[config.mk]
export PLATFORM = sky130hd
export DESIGN_NAME = four_way_mux_arbiter
export DESIGN_NICKNAME = d
export VERILOG_FILES = /design/src/rtl/four_way_arb_pkg.sv /design/src/rtl/four_way_mux_arbiter_rr_pick.sv /design/src/rtl/four_way_mux_arbiter.sv
export SDC_FILE = /design/constraint.sdc
export NUM_CORES = 1
export LEC_CHECK = 0
export ABC_CLOCK_PERIOD_IN_PS = 1810
export BUFFER_PORTS_ARGS = -buffer_cell sky130_fd_sc_hd__buf_2
export CAP_MARGIN = 20
export CORE_AREA = 3 3 69 71
export DETAILED_ROUTE_END_ITERATION = 7
export DIE_AREA = 0 0 72 74
export GPL_ROUTABILITY_DRIVEN = 0
export PLACE_DENSITY = 0.73
export SKIP_CTS_REPAIR_TIMING = 1
export SLEW_MARGIN = 20
export SYNTH_ARGS = -nofsm -noshare
export SYNTH_HDL_FRONTEND = slang
export SYNTH_SLANG_ARGS = --single-unit
[constraint.sdc]
create_clock -name clock -period 1.81 [get_ports clock]
set_input_delay 0.4525 -clock clock [delete_from_list [all_inputs] [get_ports clock]]
set_output_delay 0.4525 -clock clock [all_outputs]
set_load 0.03 [all_outputs]
[src/rtl/four_way_arb_pkg.sv]
// Shared types and helpers for the four-way round-robin mux arbiter.
package four_way_arb_pkg;

    localparam int unsigned NUM_REQ = 4;
    localparam int unsigned SEL_W   = 2;

    typedef enum logic {
        ARB_IDLE,
        ARB_GRANT
    } arb_state_e;

    function automatic logic [NUM_REQ-1:0] onehot4(input logic [SEL_W-1:0] sel);
        onehot4      = '0;
        onehot4[sel] = 1'b1;
    endfunction

endpackage

[src/rtl/four_way_mux_arbiter_rr_pick.sv]
// Combinational round-robin pick: first unmasked request after 'last', wrapping modulo 4.
module rr_priority_pick
    import four_way_arb_pkg::*;
(
    input  logic [NUM_REQ-1:0] req,
    input  logic [SEL_W-1:0]   last,
    input  logic [NUM_REQ-1:0] mask,
    output logic               any,
    output logic [SEL_W-1:0]   winner
);

    logic [NUM_REQ-1:0] masked;
    logic [SEL_W-1:0]   idx;

    assign masked = req & ~mask;

    always_comb begin
        any    = 1'b0;
        winner = '0;
        idx    = '0;
        for (int unsigned k = 1; k <= NUM_REQ; k++) begin
            idx = SEL_W'(32'(last) + k);
            if (!any && masked[idx]) begin
                any    = 1'b1;
                winner = idx;
            end
        end
    end

endmodule

[src/rtl/four_way_mux_arbiter.sv]
// Round-robin arbiter sharing one registered 16-bit four-way select path.
// Optional hold limit enabled by defining FOUR_WAY_ARB_HOLD_LIMIT_EN.
module four_way_mux_arbiter
    import four_way_arb_pkg::*;
#(
    parameter int unsigned DATA_W     = 16,
    parameter int unsigned HOLD_LIMIT = 8
) (
    input  logic                clock,
    input  logic                reset,
    input  logic [NUM_REQ-1:0]  req,
    input  logic [DATA_W-1:0]   in1,
    input  logic [DATA_W-1:0]   in2,
    input  logic [DATA_W-1:0]   in3,
    input  logic [DATA_W-1:0]   in4,
    output logic [NUM_REQ-1:0]  grant,
    output logic [SEL_W-1:0]    sel,
    output logic [DATA_W-1:0]   out,
    output logic                valid_out,
    output logic                busy
);

    if (HOLD_LIMIT < 2) begin : g_bad_hold_limit
        $error("HOLD_LIMIT must be at least 2");
    end

    arb_state_e         state_q, state_d;
    logic [NUM_REQ-1:0] grant_q, grant_d;
    logic [SEL_W-1:0]   sel_q, sel_d;
    logic [SEL_W-1:0]   last_q, last_d;
    logic [DATA_W-1:0]  out_q;
    logic               valid_q;

    logic [NUM_REQ-1:0] pick_mask;
    logic               pick_any;
    logic [SEL_W-1:0]   pick_winner;
    logic               take;
    logic               hold_expired;
    logic [DATA_W-1:0]  in_sel;

`ifdef FOUR_WAY_ARB_HOLD_LIMIT_EN
    localparam int unsigned   CNT_W   = $clog2(HOLD_LIMIT);
    localparam logic [CNT_W-1:0] CNT_MAX = CNT_W'(HOLD_LIMIT - 1);

    logic [CNT_W-1:0] cnt_q, cnt_d;

    assign hold_expired = (cnt_q == CNT_MAX);
`else
    assign hold_expired = 1'b0;
`endif

    // Masking the holder only matters for a forced switch; on release its req is already 0.
    assign pick_mask = (state_q == ARB_GRANT) ? onehot4(sel_q) : '0;

    rr_priority_pick u_pick (
        .req    (req),
        .last   (last_q),
        .mask   (pick_mask),
        .any    (pick_any),
        .winner (pick_winner)
    );

    always_comb begin
        state_d = state_q;
        grant_d = grant_q;
        sel_d   = sel_q;
        last_d  = last_q;
`ifdef FOUR_WAY_ARB_HOLD_LIMIT_EN
        cnt_d   = cnt_q;
`endif
        take    = 1'b0;

        case (state_q)
            ARB_IDLE: begin
                take = pick_any;
            end
            ARB_GRANT: begin
                if (!req[sel_q]) begin
                    if (pick_any) begin
                        take = 1'b1;
                    end else begin
                        state_d = ARB_IDLE;
                        grant_d = '0;
                    end
                end else if (hold_expired && pick_any) begin
                    take = 1'b1;
                end
`ifdef FOUR_WAY_ARB_HOLD_LIMIT_EN
                else if (!hold_expired) begin
                    cnt_d = cnt_q + 1'b1;
                end
`endif
            end
            default: ;
        endcase

        if (take) begin
            state_d = ARB_GRANT;
            grant_d = onehot4(pick_winner);
            sel_d   = pick_winner;
            last_d  = pick_winner;
`ifdef FOUR_WAY_ARB_HOLD_LIMIT_EN
            cnt_d   = '0;
`endif
        end
    end

    always_ff @(posedge clock or negedge reset) begin
        if (!reset) begin
            state_q <= ARB_IDLE;
            grant_q <= '0;
            sel_q   <= '0;
            last_q  <= SEL_W'(NUM_REQ - 1);
        end else begin
            state_q <= state_d;
            grant_q <= grant_d;
            sel_q   <= sel_d;
            last_q  <= last_d;
        end
    end

`ifdef FOUR_WAY_ARB_HOLD_LIMIT_EN
    always_ff @(posedge clock or negedge reset) begin
        if (!reset) begin
            cnt_q <= '0;
        end else begin
            cnt_q <= cnt_d;
        end
    end
`endif

    always_comb begin
        in_sel = in1;
        case (sel_q)
            2'd0: in_sel = in1;
            2'd1: in_sel = in2;
            2'd2: in_sel = in3;
            2'd3: in_sel = in4;
            default: in_sel = in1;
        endcase
    end

    // Data follows the grant already registered, giving one cycle of latency.
    always_ff @(posedge clock or negedge reset) begin
        if (!reset) begin
            out_q   <= '0;
            valid_q <= 1'b0;
        end else if (grant_q != '0) begin
            out_q   <= in_sel;
            valid_q <= 1'b1;
        end else begin
            valid_q <= 1'b0;
        end
    end

    assign grant     = grant_q;
    assign sel       = sel_q;
    assign out       = out_q;
    assign valid_out = valid_q;
    assign busy      = (state_q == ARB_GRANT);

endmodule

Word level (Yosys, flattened, before mapping)
Index checks and enable logic that the tools add are counted.
W data, S select, Z words.
{ "totals": {"ff_bits": 26, "input_bits": 70, "out_inout_bits": 24, "word_cells": 73} }
{ "classes": {"addsub": 4, "magnitude_cmp": 8, "eq_ne": 5, "muxes": 35, "bitwise_logic": 3, "reduce_logical": 12} }
{ "op_table": {"columns": ["cell", "count"], "rows": [
  ["$pmux W16 S4", 1],
  ["$mux W4", 5],
  ["$lt A2 B3 Y1 const B", 6],
  ["$mux W1", 17],
  ["$bmux W1 S2", 5],
  ["$mux W2", 4],
  ["$logic_and A1 B1 Y1", 5],
  ["$add A2 B1 Y2 const B", 2],
  ["$add A2 B2 Y2 const B", 2],
  ["$and A4 B4 Y4", 1],
  ["$demux W1 S2", 2],
  ["$eq A2 B2 Y1 const B", 2],
  ["$ge A2 B1 Y1 const B", 2],
  ["$not A4 Y4", 1],
  ["$reduce_bool A4 Y1", 1],
  ["$logic_not A1 Y1", 3],
  ["$reduce_and A3 Y1", 1],
  ["$eq A2 B1 Y1 const B", 1],
  ["$logic_not A2 Y1", 1],
  ["$ne A2 B1 Y1 const B", 1],
  ["$ne A2 B2 Y1 const B", 1],
  ["$pmux W1 S2", 1],
  ["$reduce_bool A2 Y1", 1],
  ["$not A1 Y1", 1]
]} }

Logic depth before layout (Yosys ltp)
{ "logic_depth": {"depth_word": 24, "mapped_depth": 8, "mapped_depth_nobuf": 6} }

Cells and area by module
Synthesis repeated with hierarchy kept, for this count alone.
{ "hier_totals": {"cells_unflattened": 113, "area_unflattened_um2": 1629.1} }
{ "by_module_without_submodules": {"columns": ["mod", "n_inst", "cells_each", "area_each_um2", "seq_area_each_um2"], "rows": [
  ["four_way_mux_arbiter", 1, 96, 1502.7, 653.1],
  ["rr_priority_pick", 1, 17, 126.4, 0.0]
]} }

Worst setup path before layout
OpenSTA, ideal clock, no wires.
{ "synth_path": {"path_type": "register to register", "start": "reg sel_q[0], in the netlist sel[0]", "end": "reg out_q[10], in the netlist out[10]", "setup_time_ns": 0.125, "t_arrival_ns": 2.049, "required_time_ns": 1.685, "slack_ns": -0.364, "stages_incl_launch_ff": 6, "n_path_buf": 3, "synth_period_minus_slack_ns": 2.174, "path_cell_list": "dfrtp_1 buf_4 buf_2 buf_2 mux4_2 mux2_2"} }
{ "synth_between": {"elab_chain_len": 2, "word_cells_on_any_way": 5, "classes_between": "3 x eq/ne; 1 x mux; 1 x reduce/logical"} }
{ "synth_lines": {"columns": ["element", "line_no", "source"], "rows": [
  ["from (decl)", "four_way_mux_arbiter.sv:29", "logic [SEL_W-1:0] sel_q, sel_d;"],
  ["from (signal assigned)", "four_way_mux_arbiter.sv:117", "sel_q <= sel_d;"],
  ["$eq A2 B2 Y1, or another cell as far along", "four_way_mux_arbiter.sv:134", "case (sel_q)"],
  ["$pmux W16 S4 (*)", "four_way_mux_arbiter.sv:134", null],
  ["to (signal assigned)", "four_way_mux_arbiter.sv:149", "out_q <= in_sel;"],
  ["to (decl)", "four_way_mux_arbiter.sv:31", "logic [DATA_W-1:0] out_q;"]
]} }
Every way passes the cells marked *; elsewhere a longest branch is shown, timed or not.
A chain may end at the register's enable or synchronous reset.

Final worst setup path
{ "layout_path": {"start": "reg last_q[0]", "end": "reg grant_q[3], in the netlist grant[3]"} }
{ "layout_between": {"elab_chain_len": 18, "word_cells_on_any_way": 39, "classes_between": "4 x add/sub; 2 x order compare; 2 x eq/ne; 22 x mux; 9 x reduce/logical"} }
{ "layout_lines": {"columns": ["element", "line_no", "source"], "rows": [
  ["from (decl)", "four_way_mux_arbiter.sv:30", "logic [SEL_W-1:0] last_q, last_d;"],
  ["from (signal assigned)", "four_way_mux_arbiter.sv:113", "last_q <= SEL_W'(NUM_REQ - 1);"],
  ["from (signal assigned)", "four_way_mux_arbiter.sv:118", "last_q <= last_d;"],
  ["$add A2 B1 Y2", "four_way_mux_arbiter_rr_pick.sv:22", "idx = SEL_W'(32'(last) + k);"],
  ["$bmux W1 S2", "four_way_mux_arbiter_rr_pick.sv:23", "if (!any && masked[idx]) begin"],
  ["$mux W1 (not written as such)", "four_way_mux_arbiter_rr_pick.sv:23", null],
  ["$mux W1", "four_way_mux_arbiter_rr_pick.sv:23", null],
  ["$logic_not A1 Y1", "four_way_mux_arbiter_rr_pick.sv:23", null],
  ["$logic_and A1 B1 Y1", "four_way_mux_arbiter_rr_pick.sv:23", null],
  ["$mux W1", "four_way_mux_arbiter_rr_pick.sv:23", null],
  ["$logic_not A1 Y1", "four_way_mux_arbiter_rr_pick.sv:23", null],
  ["[2 not listed]", null, null],
  ["$logic_not A1 Y1", "four_way_mux_arbiter_rr_pick.sv:23", null],
  ["$logic_and A1 B1 Y1", "four_way_mux_arbiter_rr_pick.sv:23", null],
  ["$mux W2 / $mux W1 (equally long branches)", "four_way_mux_arbiter_rr_pick.sv:23", null],
  ["$lt A2 B3 Y1 (not written as such), or another cell as far along", "four_way_arb_pkg.sv:14", "onehot4[sel] = 1'b1;"],
  ["$logic_and A1 B1 Y1 (not written as such) / $mux W1 (equally long branches)", "four_way_arb_pkg.sv:14, four_way_mux_arbiter.sv:78", null],
  ["$mux W1 (not written as such) / $pmux W1 S2 (equally long branches)", "four_way_arb_pkg.sv:14, four_way_mux_arbiter.sv:73", null],
  ["$demux W1 S2, or another cell as far along", "four_way_arb_pkg.sv:14", null],
  ["$mux W4 / $reduce_and A3 Y1 (equally long branches)", null, null],
  ["to (signal assigned)", "four_way_mux_arbiter.sv:116", "grant_q <= grant_d;"],
  ["to (decl)", "four_way_mux_arbiter.sv:28", "logic [NUM_REQ-1:0] grant_q, grant_d;"]
]} }
Several ways; a longest one is shown, not always the timed one. The select of a mux whose other input is x is not followed.

==> run summary <==
The number of synthesized flops with an enable pin is 0. Sorting the synthesized cells by how often they occur yields sky130_fd_sc_hd__dfrtp_1, sky130_fd_sc_hd__mux4_2, sky130_fd_sc_hd__mux2_2. TritonCTS built the clock tree. After synthesis, the share of flip-flops with an asynchronous set or reset is 1.00. The share of final-layout standard cells stronger than drive strength 1 is 0.681. In the final layout, the multi-input gates occupy 967 um2.

The total overflow left after global routing is 0. The largest net degree at the start of global routing is 27. The kind of cell with the highest combined delay on the critical path is compound AO/OA/AOI/OAI gates. The overall die area is 5330 um2. The global-route wire length before repair came out at 6570 um. Setup repair after global routing could not meet its margin everywhere. The area after detailed placement came out at 2260 um2. The net count after synthesis came out at 195. The total of max-cap violations is 0.

The ratio of final minimum period to clock period came out at 1.05. For this run, the total global-route usage over all layers was measured as 0.157. Synthesis produced 125 cells. Traced cell by cell, the critical path runs through xor2_2 -> a22oi_1 -> nand2b_1 -> a22o_1 -> a221oi_4 -> a22o_1. The slew of the pin with the lowest slew margin came out at 0.579 ns. The total of warnings raised by yosys came out at 0.

The mapped cell area is 1650 um2. The checks that failed: negative setup slack. The via count of the first global-routing pass came out at 1419.

Summed over all instances, the cell type with the most area after synthesis is sky130_fd_sc_hd__dfrtp_1. The met2 routed wirelength is 2260 um. The first-pass iteration count of the detailed router came out at 4. The flow ran to the end, but the final reports show violations. Among the stages of the critical path, the cell type that occurs most often is sky130_fd_sc_hd__a22o_1. The worst-path maximum fanout came out at 6. The share of the synthesized area in the top cell type came out at 0.364.

For this configuration, the core starts out at a cell density of 0.384. The detailed router put a total of 1560 um of wire on met1. For the worst setup path, the data required time is 2.02 ns. The final standard cell count with taps included and fillers excluded is 284. The final count of hold timing violations came out at 0. The count of distinct cell types in the synthesized netlist came out at 35.

Together, buffers and inverters on the worst path number 0. The initial antenna violation count is 0. The maximum frequency from static timing analysis is 525 MHz. Summed over all nets, the half-perimeter wirelength after detailed placement is 3490 um. The via density per instance is 5.18. The maximum resistive drop on vdd came out at 691 uV. The detailed-routed wire length on met3 came out at 393 um. The most used flip-flop cell after synthesis is sky130_fd_sc_hd__dfrtp_1. The die boundary width is 72 um. After synthesis, the cell types taking the most area are sky130_fd_sc_hd__dfrtp_1, sky130_fd_sc_hd__mux4_2, sky130_fd_sc_hd__mux2_2. Port buffering added 93 buffers.

The die is 74 um tall. The cell sitting at the root of the clock tree is a sky130_fd_sc_hd__clkbuf_8. The number of failing setup endpoints in the final timing report came out at 6. The count of antenna-violating nets left after detailed routing is 0. A synthesized cell averages 13.2 um2.

The total number of H-tree levels came out at 1. The area occupied by registers came out at 657 um2. Headroom to the max-slew limit came out at 0.614. After routing the design area is 2340 um2. The worst setup path is launched from a flip-flop. The data arrival time of the worst path came out at 2.11 ns. The number of placed I/O pins is 94. The highest metal layer carrying signal wires in the routed design is met4. The number of fillers in the final layout is 387. By instance count, the leading cell after synthesis is sky130_fd_sc_hd__dfrtp_1. The completed layout was analyzed and its total power is 4.53 mW. The final wirelength is 4250 um. The stage delay of the slowest cell on the critical path came out at 0.62 ns. Counting buffers and inverters, the worst setup path is 6 cells deep. Dividing total power by cell area gives a power density of 1940 nW/um2. The leakage power total came out at 1.12 nW.

The sequential area share after synthesis is 0.396. The TritonCTS buffer count is 3. Once routing completed, OpenROAD measured the worst setup slack at -0.0941 ns. The worst hold path class is in2async. The net count of the finished layout is 303. OpenSTA, run right after detailed placement, puts the worst setup slack at -0.160 ns. The violation count after the first detailed-routing iteration is 37.

The core area came out at 4290 um2. Compared with the post-synthesis result, the final layout area differs by 41.5%. The post-placement cell count is 277. The post-CTS clock slew at the launch and capture registers of the worst setup and hold paths came out at 0.09 ns. On the critical path, the stage with the largest delay is an instance of sky130_fd_sc_hd__dfstp_2. The floorplan has 24 rows. The critical path is of the reg2reg type.

The max-slew violation total from the final report is 0. The source of the critical timing path is last_q[0]. The number of inserted diodes is 0. The smallest clock period supported by the final layout is computed as 1.90 ns. The synthesis-stage register bit count is 26. The detailed router placed 1472 vias in this run. The clock latency on the worst-skew pair came out at 0.26 ns. Between clock sinks in the finished design, the worst skew comes to 0.00261 ns. The worst setup path is captured at a flip-flop. The startpoint identified for the worst register-to-register timing path is last_q[0].

The post-route DRC violation count is 0. The routed wire length per instance is 15.0 um. The worst-case clock buffer depth is 2. The number of clock sinks seen by CTS came out at 26. Counting cells, the worst reg-to-reg path comes to 6.
## cells in the final DEF, fill, tap and decap left out, types with 2 or more instances in the layout
cell / netlist / final
sky130_fd_sc_hd__dfstp_2: 2 / 2
sky130_fd_sc_hd__and3_1: 2 / 2
sky130_fd_sc_hd__mux2_1: 2 / 2
sky130_fd_sc_hd__dfrtp_1: 24 / 21
sky130_fd_sc_hd__o21ai_1: 4 / 4
sky130_fd_sc_hd__dfrtp_2: 0 / 3
sky130_fd_sc_hd__a22o_1: 3 / 3
sky130_fd_sc_hd__mux2i_1: 4 / 3
sky130_fd_sc_hd__clkbuf_8: 0 / 3
sky130_fd_sc_hd__nor2_1: 4 / 4
sky130_fd_sc_hd__buf_2: 4 / 93
sky130_fd_sc_hd__nand3_1: 2 / 2
sky130_fd_sc_hd__inv_1: 2 / 2
sky130_fd_sc_hd__buf_4: 1 / 15
sky130_fd_sc_hd__mux2_2: 16 / 16
sky130_fd_sc_hd__mux4_2: 17 / 17
sky130_fd_sc_hd__nand2_1: 14 / 14
sky130_fd_sc_hd__o21ai_0: 2 / 2
sky130_fd_sc_hd__nand2b_1: 4 / 4
## per-layer routing
layer / track usage / up-vias
met5: 0 / -
met4: 0.0459 / 0
met3: 0.0270 / 4
met2: 0.291 / 70
met1: 0.187 / 703
li1: - / 695
## cell families (layout without fill, tap and decap cells)
family,Yosys count,in the layout,synth area share
buffers and inverters,9,116,0.0303
xor gates and xnor gates,2,2,0.0106
muxes,39,39,0.379
DFF,26,26,0.396
and+or+nand+nor,30,30,0.0917
AOI/OAI and AO/OA,19,19,0.0925
## stage by stage
step	TNS [ns]	util	hold slack (ns)
6_report	-0.508	0.544	0.176
4_1_cts	-0.990	0.536	0.189
2_1_floorplan	-0.0392	-	0.157
5_1_grt	-1.18	0.544	0.214
3_5_place_dp	-0.905	0.525	0.481
3_3_place_gp	-0.513	0.525	0.474
## power by group
| part | total [mW] | leakage, nW | internal (mW) | switching (mW) |
|---|---|---|---|---|
| registers | 1.14 | 0.302 | 0.903 | 0.239 |
| clock network | 0.326 | 0.0228 | 0.157 | 0.169 |
| logic | 3.06 | 0.798 | 1.48 | 1.59 |
## worst register-to-register path: stages (launching register included)
cell                       delay [ns]
sky130_fd_sc_hd__dfstp_2         0.62
sky130_fd_sc_hd__xor2_2          0.16
sky130_fd_sc_hd__a22oi_1         0.12
sky130_fd_sc_hd__nand2b_1        0.16
sky130_fd_sc_hd__a22o_1          0.21
sky130_fd_sc_hd__a221oi_4        0.38
sky130_fd_sc_hd__a22o_1          0.20
## worst paths after layout
check                                 to  slack (ns)
worst max register to register  grant[3]       -0.09
worst min-delay path              out[3]        0.18
worst max-delay path            grant[3]       -0.09
worst min register to register    out[5]        0.51
max in group asynchronous         sel[0]        1.22
min in group clock                out[5]        0.51
## flip-flops by register name, indices dropped and copies added (netlist names)
signal	count
valid_out	1
last_q	2
sel	2
busy	1
out	16
grant	4
## final cells by class
class	instances	share of cell area
clock buffer	4	0.0193
multi-input combinational	90	0.414
tap	52	0.0279
sequential	26	0.281
timing repair buffer	110	0.254
inverter	2	0.00321
Power figures use the tool's default switching activity.
